==> config.mk <==
export PLATFORM = sky130hd
export DESIGN_NAME = message_receive
export DESIGN_NICKNAME = d
export VERILOG_FILES = /design/src/rtl/message_receive.sv
export SDC_FILE = /design/constraint.sdc
export NUM_CORES = 1
export LEC_CHECK = 0
export ABC_CLOCK_PERIOD_IN_PS = 2500
export BUFFER_PORTS_ARGS = -buffer_cell sky130_fd_sc_hd__buf_2
export CORE_MARGIN = 5
export CORE_UTILIZATION = 55
export DETAILED_ROUTE_END_ITERATION = 12
export PLACE_DENSITY = 0.71
export SYNTH_ARGS = -nofsm -noshare
export SYNTH_HDL_FRONTEND = slang
export SYNTH_SLANG_ARGS = --single-unit
==> constraint.sdc <==
create_clock -name clk -period 2.5 [get_ports clk]
set_input_delay 0.5 -clock clk [delete_from_list [all_inputs] [get_ports clk]]
set_output_delay 0.5 -clock clk [all_outputs]
set_load 0.02 [all_outputs]
==> src/rtl/message_receive.sv <==
// Serial frame receiver: times bit periods, samples mid-bit, checks preamble, emits 5-bit payload.
// Optional MAJORITY_VOTE_EN: 2-of-3 vote over quarter/half/three-quarter samples per bit.
module message_receive #(
    parameter int         BIT_CYCLES = 1024,
    parameter logic [3:0] PREAMBLE   = 4'b0101
) (
    input  logic       clk,
    input  logic       rst,
    input  logic       rx_bit,
    input  logic       rx_valid,
    output logic [4:0] msg_out,
    output logic       msg_ready,
    output logic       frame_err,
    output logic       busy
);

    localparam int CW = $clog2(BIT_CYCLES);
    localparam logic [CW-1:0] LAST = CW'(BIT_CYCLES - 1);
    localparam logic [CW-1:0] HALF = CW'(BIT_CYCLES / 2);
`ifdef MAJORITY_VOTE_EN
    localparam logic [CW-1:0] QTR1 = CW'(BIT_CYCLES / 4);
    localparam logic [CW-1:0] QTR3 = CW'((3 * BIT_CYCLES) / 4);
    localparam logic [CW-1:0] SHIFT_AT = QTR3;
`else
    localparam logic [CW-1:0] SHIFT_AT = HALF;
`endif

    typedef enum logic [1:0] {
        IDLE     = 2'd0,
        RECV     = 2'd1,
        WAIT_END = 2'd2
    } state_t;

    state_t        state_q, state_d;
    logic [CW-1:0] cnt_q, cnt_d;
    logic [3:0]    idx_q, idx_d;
    logic [8:0]    sreg_q, sreg_d;
    logic [4:0]    msg_q, msg_d;
    logic          ready_q, ready_d;
    logic          err_q, err_d;
    logic          done_q, done_d;
    logic          bit_in;

`ifdef MAJORITY_VOTE_EN
    logic s1_q, s1_d;
    logic s2_q, s2_d;

    always_comb begin
        bit_in = (s1_q & s2_q) | (s1_q & rx_bit) | (s2_q & rx_bit);
    end
`else
    always_comb begin
        bit_in = rx_bit;
    end
`endif

    always_ff @(posedge clk or negedge rst) begin
        if (!rst) begin
            state_q <= IDLE;
            cnt_q   <= '0;
            idx_q   <= '0;
            sreg_q  <= '0;
            msg_q   <= '0;
            ready_q <= 1'b0;
            err_q   <= 1'b0;
            done_q  <= 1'b0;
`ifdef MAJORITY_VOTE_EN
            s1_q    <= 1'b0;
            s2_q    <= 1'b0;
`endif
        end else begin
            state_q <= state_d;
            cnt_q   <= cnt_d;
            idx_q   <= idx_d;
            sreg_q  <= sreg_d;
            msg_q   <= msg_d;
            ready_q <= ready_d;
            err_q   <= err_d;
            done_q  <= done_d;
`ifdef MAJORITY_VOTE_EN
            s1_q    <= s1_d;
            s2_q    <= s2_d;
`endif
        end
    end

    // The decision edge takes priority over a simultaneous rx_valid fall.
    always_comb begin
        state_d = state_q;
        unique case (state_q)
            IDLE: begin
                if (rx_valid) state_d = RECV;
            end
            RECV: begin
                if (done_q)         state_d = WAIT_END;
                else if (!rx_valid) state_d = IDLE;
            end
            WAIT_END: begin
                if (!rx_valid) state_d = IDLE;
            end
            default: state_d = IDLE;
        endcase
    end

    always_comb begin
        cnt_d   = cnt_q;
        idx_d   = idx_q;
        sreg_d  = sreg_q;
        msg_d   = msg_q;
        ready_d = 1'b0;
        err_d   = 1'b0;
        done_d  = done_q;
`ifdef MAJORITY_VOTE_EN
        s1_d    = s1_q;
        s2_d    = s2_q;
`endif
        unique case (state_q)
            IDLE: begin
                if (rx_valid) begin
                    // The accepting edge is k=0, so the next edge is k=1.
                    cnt_d  = CW'(1);
                    idx_d  = '0;
                    sreg_d = '0;
                    done_d = 1'b0;
                end
            end
            RECV: begin
                if (done_q) begin
                    done_d = 1'b0;
                    if (sreg_q[8:5] == PREAMBLE) begin
                        msg_d   = sreg_q[4:0];
                        ready_d = 1'b1;
                    end else begin
                        err_d = 1'b1;
                    end
                end else if (!rx_valid) begin
                    err_d  = 1'b1;
                    cnt_d  = '0;
                    idx_d  = '0;
                    sreg_d = '0;
                end else begin
                    cnt_d = (cnt_q == LAST) ? '0 : cnt_q + CW'(1);
`ifdef MAJORITY_VOTE_EN
                    if (cnt_q == QTR1) s1_d = rx_bit;
                    if (cnt_q == HALF) s2_d = rx_bit;
`endif
                    if (cnt_q == SHIFT_AT) begin
                        sreg_d = {sreg_q[7:0], bit_in};
                        idx_d  = idx_q + 4'd1;
                        if (idx_q == 4'd8) done_d = 1'b1;
                    end
                end
            end
            WAIT_END: begin
            end
            default: begin
            end
        endcase
    end

    always_comb begin
        busy      = (state_q == RECV) || (state_q == WAIT_END);
        msg_out   = msg_q;
        msg_ready = ready_q;
        frame_err = err_q;
    end

endmodule

; ---- Yosys cells after proc, flatten, opt, wreduce, memory -nomap -nowiden
; Cells that the tools add are included.
; W data, S select, Z words.
[op_classes]
add_sub_neg = 2
n_mul = 0
div_mod_pow = 0
magnitude_cmp = 0
n_eq_ne = 9
shift = 0
n_mux = 32
n_bitwise = 0
n_reduce_logical = 7
[op_table]
columns = cell, n
row1 = $mux W10, 4
row2 = $mux W9, 4
row3 = $eq A10 B10 Y1 const B, 2
row4 = $pmux W10 S2, 1
row5 = $pmux W9 S2, 1
row6 = $mux W4, 4
row7 = $mux W1, 12
row8 = $add A10 B1 Y10 const B, 1
row9 = $pmux W4 S2, 1
row10 = $mux W2, 3
row11 = $pmux W2 S3, 1
row12 = $reduce_and A3 Y1, 2
row13 = $add A4 B1 Y4 const B, 1
row14 = $eq A4 B3 Y1 const B, 1
row15 = $eq A4 B4 Y1 const B, 1
row16 = $ne A2 B2 Y1 const B, 2
row17 = $reduce_and A4 Y1, 1
row18 = $ne A3 B3 Y1 const B, 1
row19 = $eq A2 B1 Y1 const B, 1
row20 = $eq A2 B2 Y1 const B, 1
row21 = $logic_not A2 Y1, 1
row22 = $pmux W1 S2, 1
row23 = $reduce_and A2 Y1, 1
row24 = $reduce_bool A2 Y1, 1
row25 = $logic_or A1 B1 Y1, 1
[totals]
ff_bits = 33
latchBits = 0
ramBits = 0
mem_bits_ro = 0
output_inout_bits = 8
wordCells = 58
memories = 0

; ---- Logic depth before layout (Yosys ltp)
[depth]
ltp_word = 6
mapped_depth = 8
mapped_depth_nobuf = 6

; ---- Least setup slack after synthesis
; No wires, ideal clock.
[synth_timing]
path_type = register to register
from = register state_q[1]
to = register cnt_q[9]
setup_time_ps = 87
t_arrival_ps = 1624
t_required_ps = 2413
setup_slack_ps = 790
path_stages_with_launch = 8
cell_sequence = dfrtp_1 > inv_1 > ha_1 > buf_2 > nand3b_1 > or3_1 > or3_1 > o211ai_1
[synth_between]
elab_chain_cells = 3
word_cells_on_any_way = 7
cone_classes = 3 x eq/ne / 1 x mux / 3 x reduce/logical
[synth_lines]
columns = element, line
row1 = "start, declared", 34  ; state_t state_q, state_d;
row2 = "start signal, assigned", 72  ; state_q <= state_d;
row3 = $eq A2 B1 Y1 or $logic_not A2 Y1 (tied branches), 117  ; unique case (state_q)
row4 = $ne A2 B2 Y1 (no line) or $reduce_bool A2 Y1 (tied branches), n/a
row5 = $reduce_and A3 Y1 (no line), n/a
row6 = "end signal, assigned", 73  ; cnt_q <= cnt_d;
row7 = "end, declared", 35  ; logic [CW-1:0] cnt_q, cnt_d;
; Parallel ways exist; a longest one is shown, timed or not.
; A chain may end at the register's enable or synchronous reset.

; ---- Worst setup path after layout
[layout_timing]
from = register cnt_q[2]
to = register idx_q[3]
[layout_between]
elab_chain_cells = 3
[layout_lines]
columns = element, line
row1 = $eq A10 B10 Y1, 147  ; if (cnt_q == SHIFT_AT) begin
row2 = $ne A3 B3 Y1 (no line), n/a
row3 = $reduce_and A4 Y1 (no line), n/a
row4 = "end signal, assigned", 74  ; idx_q <= idx_d;
row5 = "end, declared", 36  ; logic [3:0] idx_q, idx_d;
; No other way between the ends.

==> metrics <==
post-synthesis xor/xnor area fraction=0.0153; Area Growth Syn to Fin=8.91%; antenna-violating nets left=0; clk buf depth=2; post-synthesis sequential area ratio=0.482; Critical Path Max Stage Delay=0.59 ns; via/cell ratio=5.79; setup violators final=0; Worst Setup End Kind=flop; Worst Tran Pin Value=0.770 ns; row cnt=20; TritonCTS clock tree=done; required time worst endpoint=2.77 ns; Pleak=0.833 nW; largest family of logic cells by synthesized area=simple AND/OR/NAND/NOR gates; n_diodes=0; area fraction in and, or, nand and nor cells after synthesis=0.196; Iter 0 DRT Violations=99; # clock sinks=33; Clock Skew=0.0102 ns; EDFF count, synth=0; CTS H-tree lvls=2; Syn Area/Cell=9.63 um2; cell family with most CP delay=simple AND/OR/NAND/NOR gates; slew margin rel.=0.485; clock-pin slew on the worst setup and hold paths=0.11 ns; mapped cell area=1710 um2; CTS resizes=0; RSZ-0062 raised after global routing=no; synth warn=0; Power Dens Cells=737 nW/um2; crit-path max FO=12; portion of netlist area occupied by mux cells=0.0474; R2R Path Start=cnt_q[2]; global-route wire length before repair=5940 um; CP Cell Sequence=nor4b_2 -> nand3_1 -> or4_1 -> a21oi_1; placed cell areas=1800 um2; share of layout cells above drive strength 1=0.141; via count=1361; status=complete, no violations; synthesized instance count=178; crit path launch type=flop; Tightest Hold Check Type=input port to asynchronous set/reset pin; gpl congestion=0.839; post-CTS setup buffers=0; worst path arrival time=2.35 ns; Die Ht=65.8 um; library cells used by synthesis=38; DR WL/cell=14.6 um; Num CTS Buffers=5; gr ovfl total=0; root buf cell=clkbuf_4; hold violation count in the final report=0; Seq cells post-synth=33; number of placed I/O pins=12; IO buf count=11; Pins Over Slew Limit=0; Tot Pwr=0.00138 W; WL final=3430 um; synthesized net count=190; NumNets Final=202; worst path buffer plus inverter count=0; Synth async-reset ratio=1.00; Hold-fix buffers, CTS=0; Die ar.=4330 um2; die extent in x=65.8 um; final period utilization=0.832; maximum clock frequency=481 MHz; antenna violations before repair=0; Fin Setup TNS=0 ns; final instance area=1870 um2; Adder-Cell Fraction of Synth Area=0.0584; Max VDD drop=0.466 mV; Remaining DRCs=0; CP max stage cell=or4_1; critical path class=flop to flop; Worst-Skew Late Latency=0.34 ns; vias in the first global route=1267; Core Footprint=3030 um2; worst setup path start=cnt_q[2]; DRT Pass-1 Iters=4; Starting Density=0.566; Min Clock Period, post-route=2.08 ns; largest net degree at the start of global routing=34; Max-Cap Viols=0; commonest register cell after synthesis=dfrtp_1; global-route usage over all layers=0.183; compound-gate portion of the synthesized area=0.159; dpl hpwl=2440 um
## power breakdown
part	leakage, nW	internal (W)	switching (W)	total (W)
clock	0.0413	0.000163	0.000182	0.000345
sequential	0.453	0.000566	0.0000354	0.000601
combinational	0.339	0.000130	0.000301	0.000431
## registers in the layout, indices dropped and copies added (netlist names)
signal	flops
sreg_q	9
frame_err	1
cnt_q	10
msg_ready	1
done_q	1
idx_q	4
msg_out	5
state_q	2
## placed cells by master (no fill, tap or decap), drive strengths merged, types with 2 or more instances in the layout
cell type / instances
mux2: 6
a21oi: 15
nor3: 2
nor2: 11
dfrtp: 33
and3: 2
and4: 2
o211ai: 2
or4: 2
o21ai: 19
xnor2: 2
nor4b: 2
buf: 11
or3: 2
ha: 8
nand4: 4
nor2b: 2
nand3: 14
clkbuf: 7
and2: 2
o31ai: 4
inv: 12
nand2: 14
## cell type report
class,instances,area (um2)
Timing Repair Buffer,11,55.1
Sequential cell,33,826
Clock buffer,7,65.1
Fill cell,261,1160
Clock inverter,1,5.00
Inverter,12,45.0
Multi-Input combinational cell,127,816
Tap cell,44,55.1
## per-layer routing
metal  share of wire  GRT usage  vias to the layer above
met5               0          0                        -
met3           0.041     0.0527                        5
met2            0.48      0.297                       31
li1                -          -                      667
met4           0.016     0.0699                        0
met1            0.46      0.230                      658
## stage by stage
step,utilization,cells,hold WS (ns),worst slack [ns]
6_report,0.617,235,0.195,0.420
5_1_grt,0.617,235,0.249,0.177
4_1_cts,0.617,235,0.215,0.447
3_5_place_dp,0.593,227,0.491,0.442
3_3_place_gp,0.593,227,0.486,0.522
2_1_floorplan,-,178,0.204,0.790
## cells by family (layout without fill, tap and decap cells)
| group | count (synthesis) | after routing |
|---|---|---|
| XOR/XNOR | 3 | 3 |
| flip-flops | 33 | 33 |
| AO/OA/AOI/OAI | 47 | 47 |
| buffers and inverters | 18 | 31 |
| adder cells (fa/ha/maj) | 8 | 8 |
| multiplexers | 7 | 7 |
| AND/OR/NAND/NOR | 62 | 62 |
## worst paths after layout
kind	to	cells past startpoint	slack, ns
max	idx_q[3]	4	0.42
min	idx_q[3]	1	0.20
max reg2reg	idx_q[3]	4	0.42
min reg2reg	msg_out[1]	1	0.51
max in group asynchronous	done_q	1	1.85
min in group clk	sreg_q[0]	3	0.41
## cell usage after synthesis (4+ instances only)
master / count / area, um2
o21ai_0: 19 / 95.1
nor2_1: 11 / 41.3
nand3_1: 14 / 70.1
o31ai_1: 4 / 30.0
buf_2: 4 / 20.0
dfrtp_1: 33 / 826
mux2_2: 5 / 56.3
a21oi_1: 15 / 75.1
ha_1: 8 / 100
nand4_1: 4 / 25.0
inv_1: 12 / 45.0
nand2_1: 13 / 48.8
Note: power is estimated with default switching activity, not from simulation.
